==> src/rtl/head_ptr_table.sv <==
// Bucket head-pointer table: one write port, RD_CHANNELS registered read ports, self-initialising sweep.
// Optional macro HEAD_TABLE_WR_BYPASS_EN forwards a same-cycle accepted write to matching reads.
module head_ptr_table #(
    parameter int unsigned BUCKET_WIDTH   = 8,
    parameter int unsigned HEAD_PTR_WIDTH = 10,
    parameter int unsigned RD_CHANNELS    = 2
) (
    input  logic                                 clk_i,
    input  logic                                 rst_n_i,
    input  logic                                 clear_i,
    output logic                                 init_done_o,
    input  logic                                 wr_en_i,
    output logic                                 wr_ready_o,
    input  logic [BUCKET_WIDTH-1:0]              wr_addr_i,
    input  logic [HEAD_PTR_WIDTH-1:0]            wr_data_ptr_i,
    input  logic                                 wr_data_ptr_val_i,
    input  logic [RD_CHANNELS-1:0]               rd_en_i,
    input  logic [RD_CHANNELS*BUCKET_WIDTH-1:0]  rd_addr_i,
    output logic [RD_CHANNELS-1:0]               rd_valid_o,
    output logic [RD_CHANNELS*HEAD_PTR_WIDTH-1:0] rd_data_ptr_o,
    output logic [RD_CHANNELS-1:0]               rd_data_ptr_val_o,
    output logic [BUCKET_WIDTH:0]                valid_cnt_o
);

    localparam int unsigned DEPTH = 2 ** BUCKET_WIDTH;
    localparam logic [BUCKET_WIDTH:0] CNT_ONE = (BUCKET_WIDTH + 1)'(1);

    typedef enum logic {ST_INIT, ST_RUN} state_e;

    state_e                    state_q, state_d;
    logic [BUCKET_WIDTH-1:0]   sweep_q;
    logic [HEAD_PTR_WIDTH-1:0] ptr_mem [DEPTH];
    logic [DEPTH-1:0]          val_q;

    logic                      wr_acc;
    logic                      mem_we;
    logic [BUCKET_WIDTH-1:0]   mem_waddr;
    logic [HEAD_PTR_WIDTH-1:0] mem_wptr;
    logic                      mem_wval;

    always_ff @(posedge clk_i) begin
        if (!rst_n_i) state_q <= ST_INIT;
        else          state_q <= state_d;
    end

    // The sweep and accepted writes share the single storage write port.
    always_comb begin
        state_d   = state_q;
        wr_acc    = 1'b0;
        mem_we    = 1'b0;
        mem_waddr = sweep_q;
        mem_wptr  = '0;
        mem_wval  = 1'b0;
        case (state_q)
            ST_INIT: begin
                if (!clear_i) begin
                    mem_we = 1'b1;
                    if (sweep_q == '1) state_d = ST_RUN;
                end
            end
            ST_RUN: begin
                if (clear_i) begin
                    state_d = ST_INIT;
                end else if (wr_en_i) begin
                    wr_acc    = 1'b1;
                    mem_we    = 1'b1;
                    mem_waddr = wr_addr_i;
                    mem_wptr  = wr_data_ptr_i;
                    mem_wval  = wr_data_ptr_val_i;
                end
            end
            default: state_d = ST_INIT;
        endcase
    end

    assign init_done_o = (state_q == ST_RUN);
    assign wr_ready_o  = (state_q == ST_RUN);

    always_ff @(posedge clk_i) begin
        if (!rst_n_i || clear_i)     sweep_q <= '0;
        else if (state_q == ST_INIT) sweep_q <= sweep_q + 1'b1;
    end

    always_ff @(posedge clk_i) begin
        if (rst_n_i && mem_we) ptr_mem[mem_waddr] <= mem_wptr;
    end

    always_ff @(posedge clk_i) begin
        if (rst_n_i && mem_we) val_q[mem_waddr] <= mem_wval;
    end

    always_ff @(posedge clk_i) begin
        if (!rst_n_i || clear_i || state_q == ST_INIT) begin
            valid_cnt_o <= '0;
        end else if (wr_acc) begin
            if (wr_data_ptr_val_i && !val_q[wr_addr_i])      valid_cnt_o <= valid_cnt_o + CNT_ONE;
            else if (!wr_data_ptr_val_i && val_q[wr_addr_i]) valid_cnt_o <= valid_cnt_o - CNT_ONE;
        end
    end

    always_ff @(posedge clk_i) begin
        if (!rst_n_i) begin
            rd_valid_o        <= '0;
            rd_data_ptr_o     <= '0;
            rd_data_ptr_val_o <= '0;
        end else begin
            for (int unsigned k = 0; k < RD_CHANNELS; k++) begin
                rd_valid_o[k] <= rd_en_i[k] && (state_q == ST_RUN);
                if (rd_en_i[k] && (state_q == ST_RUN)) begin
`ifdef HEAD_TABLE_WR_BYPASS_EN
                    if (wr_acc && (wr_addr_i == rd_addr_i[k*BUCKET_WIDTH +: BUCKET_WIDTH])) begin
                        rd_data_ptr_o[k*HEAD_PTR_WIDTH +: HEAD_PTR_WIDTH] <= wr_data_ptr_i;
                        rd_data_ptr_val_o[k] <= wr_data_ptr_val_i;
                    end else begin
                        rd_data_ptr_o[k*HEAD_PTR_WIDTH +: HEAD_PTR_WIDTH] <=
                            ptr_mem[rd_addr_i[k*BUCKET_WIDTH +: BUCKET_WIDTH]];
                        rd_data_ptr_val_o[k] <= val_q[rd_addr_i[k*BUCKET_WIDTH +: BUCKET_WIDTH]];
                    end
`else
                    rd_data_ptr_o[k*HEAD_PTR_WIDTH +: HEAD_PTR_WIDTH] <=
                        ptr_mem[rd_addr_i[k*BUCKET_WIDTH +: BUCKET_WIDTH]];
                    rd_data_ptr_val_o[k] <= val_q[rd_addr_i[k*BUCKET_WIDTH +: BUCKET_WIDTH]];
`endif
                end
            end
        end
    end

endmodule

==> config.mk <==
export PLATFORM = sky130hd
export DESIGN_NAME = head_ptr_table
export DESIGN_NICKNAME = d
export VERILOG_FILES = /design/src/rtl/head_ptr_table.sv
export SDC_FILE = /design/constraint.sdc
export NUM_CORES = 2
export LEC_CHECK = 0
export BUFFER_PORTS_ARGS = -buffer_cell sky130_fd_sc_hd__buf_2
export CORE_MARGIN = 2
export CORE_UTILIZATION = 60
export DETAILED_ROUTE_END_ITERATION = 8
export PLACE_DENSITY = 0.76
export SKIP_CTS_REPAIR_TIMING = 1
export SKIP_LAST_GASP = 1
export SLEW_MARGIN = 20
export SYNTH_ARGS = -nofsm -noshare
export SYNTH_HDL_FRONTEND = slang
export SYNTH_SLANG_ARGS = --single-unit
==> constraint.sdc <==
create_clock -name clk_i -period 7.1 [get_ports clk_i]
set_clock_uncertainty 0.1 [all_clocks]
set_input_delay 1.42 -clock clk_i [delete_from_list [all_inputs] [get_ports clk_i]]
set_output_delay 1.42 -clock clk_i [all_outputs]
set_load 0.03 [all_outputs]
# Word level (Yosys, flattened, before mapping)
# Memory sizes are Yosys's and may differ from the RTL's. A register that Yosys moved wholly into a read port is not among the register bits.
# Index checks and enable logic that the tools add are counted.
# Widths: inputs -> output; s select.
# classes
add_sub_neg	3
n_lt_le_gt_ge	5
eq_ne	1
mux	30
n_bitwise	1
reduce_logical	15
# ops
operator	n
$bwmux 256	1
$lt 8x9->1 const B	4
$mux 10	3
$bmux 1 s8	3
$mux 8	3
$mux 9	2
$mux 1	15
$add 9x1->9 const B	1
$sub 9x1->9 const B	1
$add 8x1->8 const B	1
$demux 1 s8	1
$eq 8x8->1 const B	1
$ge 8x1->1 const B	1
$logic_and 1x1->1	6
$logic_not 1->1	5
$pmux 1 s2	2
$logic_or 1x1->1	2
$reduce_and 2->1	1
$reduce_bool 2->1	1
$not 1->1	1
# totals
reg_bits	278
mem_bits_rw	2560
input_bits	41
out_inout_bits	35
elab_cells	63
mem_count	1
# mem_list
memory	words	width	rd	rd_ports_with_merged_regs	wr	line	rtl
ptr_mem	256	10	2	2	1	32	logic [HEAD_PTR_WIDTH-1:0] ptr_mem [DEPTH];

# Longest topological paths before layout
# depth
word_depth	8
mapped_depth	19
mapped_depth_nobuf	17

# Least setup slack after synthesis
# No wires, ideal clock.
# synth_path
path_kind	input-to-reg
startpoint	input wr_en_i
endpoint	memory ptr_mem[0][0], data pin
setup_ps	870
arrival_time_ps	5255
t_required_ps	6130
setup_slack_ps	875
path_stages	4
path_buffers	1
path_cell_list	nand2_1 > nor2_1 > clkbuf_1 > and2_1
# synth_via
elab_chain_cells	3
# synth_lines
item	line	rtl
start: declaration	12	input logic wr_en_i,
$mux 10	64	end else if (wr_en_i) begin
$mux 10	62	if (clear_i) begin
$mux 10	54	case (state_q)
named net mem_wptr[0]	38	logic [HEAD_PTR_WIDTH-1:0] mem_wptr;
end: declaration	32	
# The timed path passes the listed nets, and every way through them passes these cells.

# Final worst setup path
# layout_path
startpoint	input wr_addr_i[0]
endpoint	register valid_cnt_o[8]
# layout_via
elab_chain_cells	6
word_cells_on_any_way	8
cone_classes	mux (3); reduce/logical (5)
# layout_lines
item	line	rtl
start: declaration	14	input logic [BUCKET_WIDTH-1:0] wr_addr_i,
$bmux 1 s8 *	96, 97	
$mux 1 (not written as such) *	96, 97	
$logic_not 1->1	96	if (wr_data_ptr_val_i && !val_q[wr_addr_i]) valid_cnt_o <= valid_cnt_o + CNT_ONE;
$logic_and 1x1->1	96	
$reduce_bool 2->1 (no source line)	-	
$reduce_and 2->1 (no source line)	-	
end signal: assignment	96	
end signal: assignment	97	else if (!wr_data_ptr_val_i && val_q[wr_addr_i]) valid_cnt_o <= valid_cnt_o - CNT_ONE;
end: declaration	22	output logic [BUCKET_WIDTH:0] valid_cnt_o
# Every way passes the cells marked *; elsewhere a longest branch is shown, timed or not. The select of a mux whose other input is x is not followed.
# A chain may end at the register's enable or synchronous reset.

==> metrics <==
status=completed; 1st-iter DRT viols=roughly 15000; CTS tree=done; Max-Cap Viols=0; CTS root buf=clkbuf_16; r2r setup slk=2.15 ns; Max clock buf depth=4; Main synth FF type=edfxtp_1; worst hold-check slack=approximately 0.39 ns; Clock power frac=around 44%; LEAKAGE=between 30 and 40 nW; mux cell area share after synthesis=between 20% and 30%; Max Slew Vio Count=0; Final Hold Viols=0; first-pass GRT wire length=between 500000 and 600000 um; Setup violations, final=0; post-synthesis adder-cell area fraction=0.0996%; worst min-delay path class=flip-flop to flip-flop; R2R depth=20; grt ovf=0; Worst Hold Depth=2; gr usage total=37.9%; critical path arrival=between 6 and 7 ns; async set-reset flop share out of synthesis=0%; H-tree lvl count=5; register share of total power=50.2%; First-pass DRT Iterations=7; Detail Placement HPWL=~270000 um; Final Critical Period=approximately 5.7 ns; Setup crit end kind=flip-flop; Slew Limit Headroom=~11%; Via density=between 7 and 8; DIE AREA=0.226 sq mm; commonest non-fill, non-tap cells in the layout=2816 x edfxtp_1, 1468 x mux4_2, 433 x buf_4; CTS buffer count=308; r2r endpoint=valid_cnt_o[8]$_SDFFE_PP0P_; sequential area share after synthesis=64.1%; met3 wire len=66500 um; syn avg cell area=slightly below 20 sq um; Gate power share=about 5.7%; number of placement rows=around 170; I/O pin count=between 70 and 80; layout cell share with drive strength beyond 1=a little over a third; unrepaired setup endpoints after global routing=false; switching share of power=~22%; clock net sink count=approximately 2900; reg2reg start=val_q[83]$_DFFE_PP_; Clock transition at path regs=approximately 0.060 ns; DP Worst Slack=0.553 ns; peak supply drop=between 0.0002 and 0.0003 V; post-layout util=around two thirds; #FFs+latches synth=around 2900; Pwr Density=around 240 mW/mm^2; Setup CP Type=input port to flip-flop; drt total wl=about 420000 um; fin crit share=roughly four fifths; Syn Nets=between 6000 and 7000; Worst-Margin Slew=around 1.3 ns; initial antenna violation count=26; Nets=between 7000 and 8000; NetSw=7.91 mW; Cell variety after synth=between 60 and 70; crit path max fanout=30; Chip Height=475 um; clk_lat worst skew=0.97 ns; crit path launch type=input port; Die Width=around 480 um; RePlAce Congestion=between 0.9 and 1; vias in the first global route=between 80000 and 90000; Initial Util=between 60% and 70%; total negative setup slack=0 ns; IO Port Bufs=75; Met2 Routed Length=191000 um; largest net degree at the start of global routing=between 150 and 200; M1 WL=139000 um; Synth Area in XOR/XNOR=0.0723%; commonest non-fill, non-tap cell in the layout=edfxtp_1; HP Start=valid_cnt_o[4]$_SDFFE_PP0P_; compound-cell area share of the yosys netlist=around 5.5%; Hold Path End=valid_cnt_o[4]$_SDFFE_PP0P_; Max Used Layer=met5; required time worst endpoint=7.88 ns; post-synthesis cell count=between 6000 and 7000; Yosys top cell area share=63.5%; Layout area overhead=12.0%; Pint=between 20 and 30 mW; Final ANT Viol Nets=0; via count=around 81000; EDFF count, synth=~2800; Synth Area in Simple Gates=2.23%; Synth Cell Area=0.133 sq mm; filler instances=roughly 14000; fin worst setup slack=1.43 ns; maximum clock rate=0.176 GHz; top post-synthesis cells by area=edfxtp_1 63%, mux4_2 25%, a22oi_1 2.0%; Yosys Warn Count=0; routed len/inst=around 42 um; Core ar.=between 0.2 and 0.25 sq mm; DR DRC count=0; largest family of logic cells by synthesized area=multiplexers; largest area contributor in the netlist=edfxtp_1
[Yosys cell counts (9+ instances only)]
cell type	n
o22ai_1	122
nor3_1	62
buf_2	160
clkbuf_1	280
a22o_1	121
ha_1	9
mux4_2	1468
a21oi_1	146
a211oi_1	13
a2111oi_0	11
nand2_1	106
o21ai_0	59
dfxtp_1	42
nand4_1	13
nand3_1	55
and2_1	15
nand2b_1	26
buf_6	34
nor2_1	318
mux2i_1	38
o21ai_1	13
a22oi_1	346
edfxtp_1	2816
mux2_2	93
a221oi_2	18
nor2b_1	21
buf_1	61
a221oi_1	104
a31oi_1	20
buf_4	40
[logic make-up after synthesis]
logic type,after synthesis
AND/OR/NAND/NOR,660
multiplexers,1599
AO/OA/AOI/OAI,1004
XOR/XNOR,11
buffers and inverters,584
flip-flops,2858
adder cells (fa/ha/maj),10
[registers in the layout (all words and copies together), names as in the netlist]
signal and flops:
valid_cnt_o 9, init_done_o 1, val_q 256, ptr_mem 2560, rd_data_ptr_o 20, sweep_q 8
rd_data_ptr_val_o 2, rd_valid_o 2
[layer usage]
metal / track usage [%] / vias up
li1: - / 30100
met1: 50.9 / 42000
met2: 55.5 / 7660
met3: 12.6 / 1304
met4: 20.7 / 18
met5: 0 / -
[area by class of cell]
class                      count  area (sq um)  share of cell area [%]
clock inverter               168          1740                    1.16
antenna                       12          30.0                  0.0201
tap                         2958          3700                    2.48
clock buffer                 359          8070                    5.41
inverter                       8          30.0                  0.0201
multi-input combinational   3284         45200                    30.3
timing repair buffer         571          5000                    3.35
sequential                  2858         85400                    57.3
[worst max-delay path by stage]
stage | slack, ns | end | cells past startpoint | start
floorplan | 0.87 | ptr_mem[0][0]$_DFFE_PP_ | 4 | wr_en_i
global placement | 0.56 | valid_cnt_o[8]$_SDFFE_PP0P_ | 22 | wr_addr_i[0]
detailed placement | 0.55 | valid_cnt_o[8]$_SDFFE_PP0P_ | 22 | wr_addr_i[0]
CTS | 1.52 | valid_cnt_o[8]$_SDFFE_PP0P_ | 22 | wr_addr_i[0]
global route | 1.08 | valid_cnt_o[8]$_SDFFE_PP0P_ | 22 | wr_addr_i[0]
finish | 1.43 | valid_cnt_o[8]$_SDFFE_PP0P_ | 22 | wr_addr_i[0]
[per-stage QoR]
| stage | total power, mW | cells | instance area (sq um) |
|---|---|---|---|
| after floorplan | 19.9 | 6726 | 133000 |
| after global placement | 20.6 | 9676 | 139000 |
| after detailed placement | 20.6 | 9678 | 139000 |
| after CTS | 36.3 | 10200 | 149000 |
| after global routing | 37.0 | 10200 | 149000 |
| final | 36.3 | 10200 | 149000 |
[critical path: stages]
cell      delay, ns
buf_6          0.35
buf_12         0.26
mux4_2         0.52
a22o_1         0.23
a221oi_1       0.46
nor3_1         0.16
a211oi_1       0.25
buf_4          0.18
o22ai_1        0.09
nor3_1         0.22
buf_4          0.23
ha_1           0.18
inv_1          0.06
ha_1           0.28
nor2b_1        0.14
o21ai_0        0.19
a21boi_0       0.15
o21a_1         0.21
o41ai_1        0.24
buf_4          0.17
mux2i_1        0.21
mux2i_1        0.19
[power groups by stage]
stage / Sequential (mW) / Combinational [mW] / Clock [mW]
3_3_place_gp: 18.6 / 1.98 / 0
4_1_cts: 18.2 / 2.00 / 16.0
6_report: 18.2 / 2.06 / 16.0
3_5_place_dp: 18.6 / 2.00 / 0
2_1_floorplan: 18.6 / 1.26 / 0
5_1_grt: 18.2 / 2.10 / 16.7
Power figures use the tool's default switching activity.
